**src/rtl/axil_reg_bank_pkg.sv**
```systemverilog
// Shared AXI-Lite definitions for the register bank: response codes,
// write/read FSM state encodings and the address-to-response decoder.
package axil_reg_bank_pkg;

    localparam logic [1:0] RESP_OKAY   = 2'b00;
    localparam logic [1:0] RESP_SLVERR = 2'b10;
    localparam logic [1:0] RESP_DECERR = 2'b11;

    typedef enum logic [1:0] {
        W_IDLE    = 2'd0,
        W_HAVE_AW = 2'd1,
        W_HAVE_W  = 2'd2,
        W_RESP    = 2'd3
    } w_state_e;

    typedef enum logic {
        R_IDLE = 1'b0,
        R_RESP = 1'b1
    } r_state_e;

    // Control words are OKAY both ways; status words reject writes;
    // anything past the status block is unmapped.
    function automatic logic [1:0] decode_resp(
        input logic [29:0]  widx,
        input int unsigned  num_rw,
        input int unsigned  num_ro,
        input logic         is_write
    );
        if ({2'b00, widx} < num_rw) begin
            return RESP_OKAY;
        end else if ({2'b00, widx} < num_rw + num_ro) begin
            return is_write ? RESP_SLVERR : RESP_OKAY;
        end else begin
            return RESP_DECERR;
        end
    endfunction

endpackage

```
**src/rtl/axil_if.sv**
```systemverilog
// AXI-Lite bundle, 32-bit address and data.
// valid/ready: a beat transfers on a cycle where both are high; the sender
// keeps valid and payload stable until then, and ready may not wait on valid
// being low.
interface AXIL_IF;
    logic [31:0] awaddr;
    logic        awvalid;
    logic        awready;
    logic [31:0] wdata;
    logic [3:0]  wstrb;
    logic        wvalid;
    logic        wready;
    logic [1:0]  bresp;
    logic        bvalid;
    logic        bready;
    logic [31:0] araddr;
    logic        arvalid;
    logic        arready;
    logic [31:0] rdata;
    logic [1:0]  rresp;
    logic        rvalid;
    logic        rready;

    modport Slave (
        input  awaddr, awvalid, wdata, wstrb, wvalid, bready, araddr, arvalid, rready,
        output awready, wready, bresp, bvalid, arready, rdata, rresp, rvalid
    );

    modport Master (
        output awaddr, awvalid, wdata, wstrb, wvalid, bready, araddr, arvalid, rready,
        input  awready, wready, bresp, bvalid, arready, rdata, rresp, rvalid
    );
endinterface

```
**src/rtl/axil_write_join.sv**
```systemverilog
// Joins the AW and W channels in either order, issues a one-cycle commit when
// both halves are present, and holds the B response until bready.
module axil_write_join
    import axil_reg_bank_pkg::*;
(
    input  logic        clk,
    input  logic        reset_n,
    input  logic [29:0] awidx,
    input  logic        awvalid,
    output logic        awready,
    input  logic [31:0] wdata,
    input  logic [3:0]  wstrb,
    input  logic        wvalid,
    output logic        wready,
    output logic [1:0]  bresp,
    output logic        bvalid,
    input  logic        bready,
    input  logic [1:0]  commit_resp,
    output logic        commit,
    output logic [29:0] commit_idx,
    output logic [31:0] commit_data,
    output logic [3:0]  commit_strb,
    output w_state_e    state
);

    w_state_e    next_state;
    logic        live;
    logic        aw_hs;
    logic        w_hs;
    logic [29:0] aw_idx_q;
    logic [31:0] w_data_q;
    logic [3:0]  w_strb_q;

    // Keeps the ready outputs low until the first edge after reset release.
    always_ff @(posedge clk or negedge reset_n) begin
        if (!reset_n) live <= 1'b0;
        else          live <= 1'b1;
    end

    assign awready = live && (state == W_IDLE || state == W_HAVE_W);
    assign wready  = live && (state == W_IDLE || state == W_HAVE_AW);
    assign aw_hs   = awvalid && awready;
    assign w_hs    = wvalid && wready;

    always_ff @(posedge clk or negedge reset_n) begin
        if (!reset_n) state <= W_IDLE;
        else          state <= next_state;
    end

    always_comb begin
        next_state = state;
        case (state)
            W_IDLE: begin
                if (aw_hs && w_hs) next_state = W_RESP;
                else if (aw_hs)    next_state = W_HAVE_AW;
                else if (w_hs)     next_state = W_HAVE_W;
            end
            W_HAVE_AW: if (w_hs)   next_state = W_RESP;
            W_HAVE_W:  if (aw_hs)  next_state = W_RESP;
            W_RESP:    if (bready) next_state = W_IDLE;
            default:               next_state = W_IDLE;
        endcase
    end

    // The commit takes whichever half is still on the bus this cycle.
    always_comb begin
        bvalid      = (state == W_RESP);
        commit      = (state == W_IDLE && aw_hs && w_hs)
                   || (state == W_HAVE_AW && w_hs)
                   || (state == W_HAVE_W && aw_hs);
        commit_idx  = (state == W_HAVE_AW) ? aw_idx_q : awidx;
        commit_data = (state == W_HAVE_W)  ? w_data_q : wdata;
        commit_strb = (state == W_HAVE_W)  ? w_strb_q : wstrb;
    end

    always_ff @(posedge clk or negedge reset_n) begin
        if (!reset_n) begin
            aw_idx_q <= '0;
            w_data_q <= '0;
            w_strb_q <= '0;
            bresp    <= RESP_OKAY;
        end else begin
            if (aw_hs)  aw_idx_q <= awidx;
            if (w_hs) begin
                w_data_q <= wdata;
                w_strb_q <= wstrb;
            end
            if (commit) bresp <= commit_resp;
        end
    end

endmodule

```
**src/rtl/axil_reg_bank.sv**
```systemverilog
// AXI-Lite register bank: NUM_RW byte-writable control words followed by
// NUM_RO read-only status words sampled when the read address is accepted.
module axil_reg_bank
    import axil_reg_bank_pkg::*;
#(
    parameter int unsigned                   NUM_RW   = 8,
    parameter int unsigned                   NUM_RO   = 8,
    parameter logic [NUM_RW-1:0][31:0]       RW_RESET = '0
) (
    input  logic                     clk,
    input  logic                     reset_n,
    AXIL_IF.Slave                    axil_if,
    output logic [NUM_RW-1:0][31:0]  ctrl_out,
    output logic [NUM_RW-1:0]        ctrl_wr_pulse,
    input  logic [NUM_RO-1:0][31:0]  status_in,
    output w_state_e                 w_state,
    output r_state_e                 r_state
);

    logic        commit;
    logic [29:0] commit_idx;
    logic [31:0] commit_data;
    logic [3:0]  commit_strb;
    logic [1:0]  commit_resp;
    logic        unused_addr_lsbs;

    assign unused_addr_lsbs = ^{axil_if.awaddr[1:0], axil_if.araddr[1:0]};
    assign commit_resp      = decode_resp(commit_idx, NUM_RW, NUM_RO, 1'b1);

    axil_write_join u_write_join (
        .clk         (clk),
        .reset_n     (reset_n),
        .awidx       (axil_if.awaddr[31:2]),
        .awvalid     (axil_if.awvalid),
        .awready     (axil_if.awready),
        .wdata       (axil_if.wdata),
        .wstrb       (axil_if.wstrb),
        .wvalid      (axil_if.wvalid),
        .wready      (axil_if.wready),
        .bresp       (axil_if.bresp),
        .bvalid      (axil_if.bvalid),
        .bready      (axil_if.bready),
        .commit_resp (commit_resp),
        .commit      (commit),
        .commit_idx  (commit_idx),
        .commit_data (commit_data),
        .commit_strb (commit_strb),
        .state       (w_state)
    );

    // Status and unmapped indices never match here, so they leave no trace.
    always_ff @(posedge clk or negedge reset_n) begin
        if (!reset_n) begin
            ctrl_out      <= RW_RESET;
            ctrl_wr_pulse <= '0;
        end else begin
            ctrl_wr_pulse <= '0;
            if (commit) begin
                for (int i = 0; i < int'(NUM_RW); i++) begin
                    if (commit_idx == 30'(i)) begin
                        ctrl_wr_pulse[i] <= 1'b1;
                        for (int b = 0; b < 4; b++) begin
                            if (commit_strb[b]) ctrl_out[i][8*b +: 8] <= commit_data[8*b +: 8];
                        end
                    end
                end
            end
        end
    end

    r_state_e    r_next;
    logic        r_live;
    logic        arready;
    logic        rvalid;
    logic        ar_hs;
    logic [29:0] rd_idx;
    logic [31:0] rd_word;
    logic [31:0] rdata_q;
    logic [1:0]  rresp_q;

    always_ff @(posedge clk or negedge reset_n) begin
        if (!reset_n) r_live <= 1'b0;
        else          r_live <= 1'b1;
    end

    always_ff @(posedge clk or negedge reset_n) begin
        if (!reset_n) r_state <= R_IDLE;
        else          r_state <= r_next;
    end

    always_comb begin
        r_next = r_state;
        case (r_state)
            R_IDLE:  if (ar_hs)           r_next = R_RESP;
            R_RESP:  if (axil_if.rready)  r_next = R_IDLE;
            default:                      r_next = R_IDLE;
        endcase
    end

    always_comb begin
        arready = r_live && (r_state == R_IDLE);
        rvalid  = (r_state == R_RESP);
    end

    assign ar_hs  = axil_if.arvalid && arready;
    assign rd_idx = axil_if.araddr[31:2];

    // Unmapped reads fall through to zero.
    always_comb begin
        rd_word = '0;
        for (int i = 0; i < int'(NUM_RW); i++) begin
            if (rd_idx == 30'(i)) rd_word = ctrl_out[i];
        end
        for (int i = 0; i < int'(NUM_RO); i++) begin
            if (rd_idx == 30'(int'(NUM_RW) + i)) rd_word = status_in[i];
        end
    end

    always_ff @(posedge clk or negedge reset_n) begin
        if (!reset_n) begin
            rdata_q <= '0;
            rresp_q <= RESP_OKAY;
        end else if (ar_hs) begin
            rdata_q <= rd_word;
            rresp_q <= decode_resp(rd_idx, NUM_RW, NUM_RO, 1'b0);
        end
    end

    assign axil_if.arready = arready;
    assign axil_if.rvalid  = rvalid;
    assign axil_if.rdata   = rdata_q;
    assign axil_if.rresp   = rresp_q;

endmodule

```
**src/flat_wrapper.sv**
```systemverilog
// flat-port wrapper written by rule: the top's interface ports become plain ports
module axil_reg_bank_flat import axil_reg_bank_pkg::*;
#(
    parameter int unsigned                   NUM_RW   = 8,
    parameter int unsigned                   NUM_RO   = 8,
    parameter logic [NUM_RW-1:0][31:0]       RW_RESET = '0
)
  (clk, reset_n, ctrl_out, ctrl_wr_pulse, status_in, w_state, r_state, axil_if_awaddr, axil_if_awvalid, axil_if_wdata, axil_if_wstrb, axil_if_wvalid, axil_if_bready, axil_if_araddr, axil_if_arvalid, axil_if_rready, axil_if_awready, axil_if_wready, axil_if_bresp, axil_if_bvalid, axil_if_arready, axil_if_rdata, axil_if_rresp, axil_if_rvalid);
  AXIL_IF axil_if_i ();
  input  logic clk;
  input  logic reset_n;
  output logic [NUM_RW-1:0][31:0] ctrl_out;
  output logic [NUM_RW-1:0] ctrl_wr_pulse;
  input  logic [NUM_RO-1:0][31:0] status_in;
  output w_state_e w_state;
  output r_state_e r_state;
  input wire logic [$bits(axil_if_i.awaddr)-1:0] axil_if_awaddr;
  input wire logic [$bits(axil_if_i.awvalid)-1:0] axil_if_awvalid;
  input wire logic [$bits(axil_if_i.wdata)-1:0] axil_if_wdata;
  input wire logic [$bits(axil_if_i.wstrb)-1:0] axil_if_wstrb;
  input wire logic [$bits(axil_if_i.wvalid)-1:0] axil_if_wvalid;
  input wire logic [$bits(axil_if_i.bready)-1:0] axil_if_bready;
  input wire logic [$bits(axil_if_i.araddr)-1:0] axil_if_araddr;
  input wire logic [$bits(axil_if_i.arvalid)-1:0] axil_if_arvalid;
  input wire logic [$bits(axil_if_i.rready)-1:0] axil_if_rready;
  output wire logic [$bits(axil_if_i.awready)-1:0] axil_if_awready;
  output wire logic [$bits(axil_if_i.wready)-1:0] axil_if_wready;
  output wire logic [$bits(axil_if_i.bresp)-1:0] axil_if_bresp;
  output wire logic [$bits(axil_if_i.bvalid)-1:0] axil_if_bvalid;
  output wire logic [$bits(axil_if_i.arready)-1:0] axil_if_arready;
  output wire logic [$bits(axil_if_i.rdata)-1:0] axil_if_rdata;
  output wire logic [$bits(axil_if_i.rresp)-1:0] axil_if_rresp;
  output wire logic [$bits(axil_if_i.rvalid)-1:0] axil_if_rvalid;
  assign axil_if_i.awaddr = axil_if_awaddr;
  assign axil_if_i.awvalid = axil_if_awvalid;
  assign axil_if_i.wdata = axil_if_wdata;
  assign axil_if_i.wstrb = axil_if_wstrb;
  assign axil_if_i.wvalid = axil_if_wvalid;
  assign axil_if_i.bready = axil_if_bready;
  assign axil_if_i.araddr = axil_if_araddr;
  assign axil_if_i.arvalid = axil_if_arvalid;
  assign axil_if_i.rready = axil_if_rready;
  assign axil_if_awready = axil_if_i.awready;
  assign axil_if_wready = axil_if_i.wready;
  assign axil_if_bresp = axil_if_i.bresp;
  assign axil_if_bvalid = axil_if_i.bvalid;
  assign axil_if_arready = axil_if_i.arready;
  assign axil_if_rdata = axil_if_i.rdata;
  assign axil_if_rresp = axil_if_i.rresp;
  assign axil_if_rvalid = axil_if_i.rvalid;
  axil_reg_bank #(.NUM_RW(NUM_RW), .NUM_RO(NUM_RO), .RW_RESET(RW_RESET)) u_core (.clk(clk), .reset_n(reset_n), .axil_if(axil_if_i), .ctrl_out(ctrl_out), .ctrl_wr_pulse(ctrl_wr_pulse), .status_in(status_in), .w_state(w_state), .r_state(r_state));
endmodule
```
**config.mk**
```make
export PLATFORM = sky130hd
export DESIGN_NAME = axil_reg_bank_flat
export DESIGN_NICKNAME = d
export VERILOG_FILES = /design/src/rtl/axil_reg_bank_pkg.sv /design/src/rtl/axil_if.sv /design/src/rtl/axil_write_join.sv /design/src/rtl/axil_reg_bank.sv /design/src/flat_wrapper.sv
export SDC_FILE = /design/constraint.sdc
export NUM_CORES = 1
export LEC_CHECK = 0
export BUFFER_PORTS_ARGS = -buffer_cell sky130_fd_sc_hd__clkbuf_2
export CAP_MARGIN = 20
export CORE_AREA = 2 2 261 263
export CTS_CLUSTER_DIAMETER = 40
export DETAILED_ROUTE_END_ITERATION = 10
export DIE_AREA = 0 0 263 265
export GPL_ROUTABILITY_DRIVEN = 0
export PLACE_DENSITY_LB_ADDON = 0.2
export SYNTH_ARGS = -nofsm -noshare
export SYNTH_HDL_FRONTEND = slang
export SYNTH_HIERARCHICAL = 1
export SYNTH_SLANG_ARGS = --single-unit
```
**constraint.sdc**
```tcl
create_clock -name clk -period 4.4 [get_ports clk]
set_clock_uncertainty 0.05 [all_clocks]
set_input_delay 0.44 -clock clk [delete_from_list [all_inputs] [get_ports clk]]
set_output_delay 0.44 -clock clk [all_outputs]
set_load 0.05 [all_outputs]
```
* Word level (Yosys, flattened, before mapping) *
Cells that the tools add are included.

storage, ports and cells
  output and inout port bits = 308
  input port bits = 363
  flip-flop bits (word level) = 370

cells by class
  multiplexer cells = 42
  equality and inequality tests = 29
  bitwise logic cells = 1
  reductions and logical operators = 51
  $lt $le $gt $ge = 4

operator list
  cell                   number
  $mux W32               17
  $eq A30 B3 Y1 const B  8
  $eq A30 B4 Y1 const B  8
  $eq A30 B2 Y1 const B  4
  $reduce_and A3 Y1      32
  $eq A30 B1 Y1 const B  2
  $logic_not A30 Y1      2
  $lt A30 B4 Y1 const B  2
  $lt A30 B5 Y1 const B  2
  $mux W30               1
  $mux W2                9
  $logic_and A1 B1 Y1    11
  $mux W1                11
  $mux W8                1
  $pmux W2 S4            1
  $ne A2 B2 Y1 const B   3
  $eq A2 B2 Y1 const B   2
  $logic_or A1 B1 Y1     4
  $mux W4                1
  $ne A4 B4 Y1 const B   1
  $reduce_and A4 Y1      1
  $eq A2 B1 Y1 const B   1
  $logic_not A2 Y1       1
  $pmux W1 S2            1
  $not A1 Y1             1

* Depth between registers and ports, before layout *
  depth after elaboration = 17
  gate-level depth with buffers = 14
  mapped depth without buffers = 12

* Hierarchy *
Netlist, hierarchy kept.

by module, submodules not included
  module           cells an instance  area each (um2)  sequential area each (um2)  instances
  axil_reg_bank    1,428              16,065.4         7,482.2                     1
  axil_write_join  249                3,703.6          1,776.7                     1

* Worst setup path after synthesis *
Ideal clock, no wire load.

  path kind = reg-to-reg
  from = reg u_core.u_write_join.state[0]
  to = reg u_core/ctrl_out[0] in the netlist's numbering
  arrival time = 3.109 ns
  buffers on the path = 3
  slack = 1.117 ns
  cell stages (with the launch flop) = 12
  data required time = 4.225 ns
  path through = dfrtp_1 > ha_1 > buf_2 > buf_2 > mux2_2 > nor4_1 > nand4_1 > nor3_1 > and2_1 > clkbuf_1 > nand2_1 > mux2_2

RTL lines
  what                           line                   RTL
  start, declared                axil_write_join.sv:23  output w_state_e state
  start signal, assigned         axil_write_join.sv:47  else state <= next_state;
  $eq A2 B1 Y1                   axil_write_join.sv:71  commit_idx = (state == W_HAVE_AW) ? aw_idx_q : awidx;
  $mux W30                       axil_write_join.sv:71
  via u_core.commit_idx[23]      axil_reg_bank.sv:21    logic [29:0] commit_idx;
  $logic_not A30 Y1              axil_reg_bank.sv:60    if (commit_idx == 30'(i)) begin
  $reduce_and A3 Y1 (no line)    n/a
  end signal, assigned by index  axil_reg_bank.sv:63    if (commit_strb[b]) ctrl_out[i][8*b +: 8] <= commit_data[8*b +: 8];
  end, declared                  axil_reg_bank.sv:13    output logic [NUM_RW-1:0][31:0] ctrl_out,

The timed path passes the listed nets, and every way through them passes these cells.
A chain may end at the register's enable or synchronous reset.

* Worst setup path in the final report *
  from = reg u_core.u_write_join.state[1]
  to = reg u_core/ctrl_out[66] in the netlist's numbering

RTL lines
  what                         line
  $eq A2 B1 Y1                 axil_write_join.sv:71
  $mux W30                     axil_write_join.sv:71
  via u_core.commit_idx[26]    axil_reg_bank.sv:21
  $eq A30 B2 Y1                axil_reg_bank.sv:60
  $reduce_and A3 Y1 (no line)  n/a

The timed path passes the listed nets, and every way through them passes these cells.

==> impl_metrics.tcl <==
set metrics [dict create \
    layout.cells.non_filler 3375 \
    rrSetupSlack_ps 400 \
    syn-num-nets 2044 \
    max_freq_ghz 0.250 \
    areaGrowthSynthToFinish_pct 39.9 \
    critPathKind "flop to flop" \
    track_usage_pct 29.8 \
    max_slew_margin_pct 35.6 \
    cts_buffer_depth 3 \
    required_ps 4850 \
    firstDrtPassIters 6 \
    grt_max_degree 105 \
    synthArstFlopShare_pct 100 \
    drive_above_1_share_pct 53.8 \
    ys_warn_count 6 \
    cap_violations 0 \
    wl_per_cell_um 31.5 \
    critPathLaunch "u_core/u_write_join/state[1]" \
    core_mm2 0.0668 \
    via_per_inst 5.51 \
    num_rows 95 \
    crit_end "u_core/ctrl_out[66]" \
    setup_violations 0 \
    p_per_area_mw_per_mm2 464 \
    layout.nets 2793 \
    dp_cells 3180 \
    status "complete, no violations" \
    grt_pass1_vias 19200 \
    stdcell_area_mm2 0.0277 \
    grt-ovfl-total 0 \
    avgSynthCellArea_um2 11.8 \
    slew_violations 0 \
    drt-initial-drc-count 1742 \
    rr_worst_depth 11 \
    cts_tree "built" \
    period_share_pct 91.0 \
    drc 0 \
    ios 671 \
    hold_path_class "primary input to flop" \
    ant_nets 0 \
    setup-tns-final_ps 0 \
    wirelength_um 106000 \
    path_clk_slew_ps 60 \
    die_h_um 265 \
    root_buffer "clkbuf_16" \
    cp-end-kind "flop" \
    synth.distinct_cells 79 \
    postSynthCellCount 1677 \
    grt_pass1_wl_um 148000 \
    place_hpwl_um 82600 \
    numPortBuffers 666 \
    insertion_delay_ps 620 \
    start_util_pct 29.6 \
    final_common_cell "clkbuf_2" \
    start_kind "flop" \
    ir_worst_vdd_mv 0.312 \
    place_area_mm2 0.0244 \
    p_leak_nw 13.7 \
    antenna_found_initial 22 \
    power_mw 12.8 \
    syn_area_mm2 0.0198 \
    crit-reg2reg-launch "u_core/u_write_join/state[1]" \
    yosys_register_bits 370 \
    arrival_ps 4450 \
    hold_viol_final 0 \
    htreeDepth 3 \
    path_max_fanout 21 \
    fin_util_pct 41.4 \
    ys_seq_area_share_pct 46.8 \
    die_area_mm2 0.0697 \
    final_cell_mix "clkbuf_2, mux2_2, dfrtp_1" \
    rsz0062_at_grt "false" \
    synth_ff_type "dfrtp_1" \
    r2r_end "u_core/ctrl_out[66]" \
    cts_sinks 370 \
    period_needed_ps 4000 \
    synth_edf_count 0 \
    worst_pin_slew_ps 966 \
    die_x_um 263 \
    num_vias 18600 \
    numCtsBuffers 78 \
]
==> worst min-delay path by stage <==
stage                                                   to                     start  cells past startpoint
after floorplan                    u_core/axil_if.rdata[0]                   reset_n                      0
after global placement             u_core/axil_if.rdata[2]   u_core/axil_if.rdata[2]                      2
after detailed placement          u_core/axil_if.rdata[14]  u_core/axil_if.rdata[14]                      2
after CTS                 u_core/u_write_join/w_data_q[11]         axil_if_wdata[11]                      2
after global routing       u_core/u_write_join/aw_idx_q[7]         axil_if_awaddr[9]                      2
final                     u_core/u_write_join/w_data_q[11]         axil_if_wdata[11]                      2
==> per-stage QoR <==
step,hold WS [ps],worst slack [ps]
floorplan,94.4,1120
global placement,419,450
detailed placement,423,355
CTS,0.0537,353
global route,17.3,147
finish,33.5,396
==> cell families (layout without fill, tap and decap cells) <==
| family | count (synthesis) | after routing | synth area share, % |
|---|---|---|---|
| AO/OA/AOI/OAI | 378 | 378 | 13.1 |
| adder cells (fa/ha/maj) | 4 | 4 | 0.253 |
| buffers and inverters | 123 | 931 | 2.73 |
| flip-flops | 370 | 370 | 46.8 |
| multiplexers | 450 | 450 | 27.5 |
| other | 2 | 19 | 0.0380 |
| AND/OR/NAND/NOR | 350 | 350 | 9.59 |
==> critical path, cell delays in order, from the launching register on <==
cell and delay (ps):
dfrtp_1 410, inv_1 100, ha_1 380, buf_12 220
mux2_2 350, nor4_1 350, nand4_1 240, nor3_1 250
buf_4 170, and2_0 440, nand2_1 480, mux2_2 420
==> what timing repair did <==
action                                 4_1_cts  5_1_grt
endpoints found under the hold margin      116        0
buffers inserted                             0        0
resized for setup                            0        0
hold buffers                                39        0
==> where the power goes <==
group | internal, mW | switching (mW) | total [mW] | leakage [nW]
clock | 4.29 | 2.05 | 6.34 | 1.38
sequential | 3.77 | 0.182 | 3.95 | 4.97
combinational | 1.08 | 1.46 | 2.53 | 7.39
==> cell usage after synthesis (6+ instances only) <==
library cell / instances / area [µm²]
a21oi_1: 64 / 320
a211oi_1: 11 / 82.6
o221ai_1: 22 / 193
a2bb2oi_1: 8 / 70.1
a222oi_1: 12 / 120
o21ai_0: 89 / 445
nand2_1: 113 / 424
nor4_4: 6 / 128
buf_1: 7 / 26.3
nor2_1: 66 / 248
a221oi_1: 16 / 140
inv_1: 11 / 41.3
nand4_1: 12 / 75.1
a31oi_1: 13 / 81.3
o2111ai_1: 7 / 61.3
o211ai_1: 13 / 97.6
and3_1: 26 / 163
or3_1: 12 / 75.1
a22oi_1: 42 / 315
nor3_1: 21 / 105
dfrtp_1: 370 / 9260
and2_1: 9 / 56.3
a221o_1: 6 / 60.1
a22o_1: 11 / 96.3
mux2i_1: 18 / 180
o22ai_1: 19 / 119
nand2b_1: 9 / 56.3
clkbuf_1: 65 / 244
o31ai_1: 8 / 60.1
mux2_2: 378 / 4260
mux4_2: 24 / 541
or4_1: 6 / 45.0
mux2_4: 30 / 450
o21a_1: 7 / 52.6
nor2b_1: 10 / 62.6
buf_2: 29 / 145
nor4_1: 9 / 56.3
nand3_1: 21 / 105
==> metal layers <==
layer	vias up	share of wire [%]	GRT usage, %
met3	188	8.0	7.75
met1	9551	40	36.4
met2	888	48	49.7
met5	-	0	0
met4	0	3.9	13.0
li1	7976	-	-
==> area by class of cell <==
type	instances	area [µm²]
Sequential cell	370	9260
Clock buffer	103	2240
Inverter	13	48.8
Fill cell	6518	39100
Antenna cell	17	42.5
Tap cell	873	1090
Timing Repair Buffer	779	4370
Multi-Input combinational cell	1184	10000
Clock inverter	36	589
==> flip-flops by register name, indices dropped and copies added, names as in the netlist <==
name                          flops
u_core/u_write_join/w_strb_q      4
u_core/u_write_join/bresp         2
u_core/u_write_join/aw_idx_q     30
u_core/axil_if.rvalid             1
u_core/axil_if.rdata             32
u_core/u_write_join/state         2
u_core/r_live                     1
u_core/axil_if.rresp              1
u_core/u_write_join/live          1
u_core/ctrl_wr_pulse              8
u_core/ctrl_out                 256
u_core/u_write_join/w_data_q     32
No activity file was read; power rests on OpenSTA's default activity.
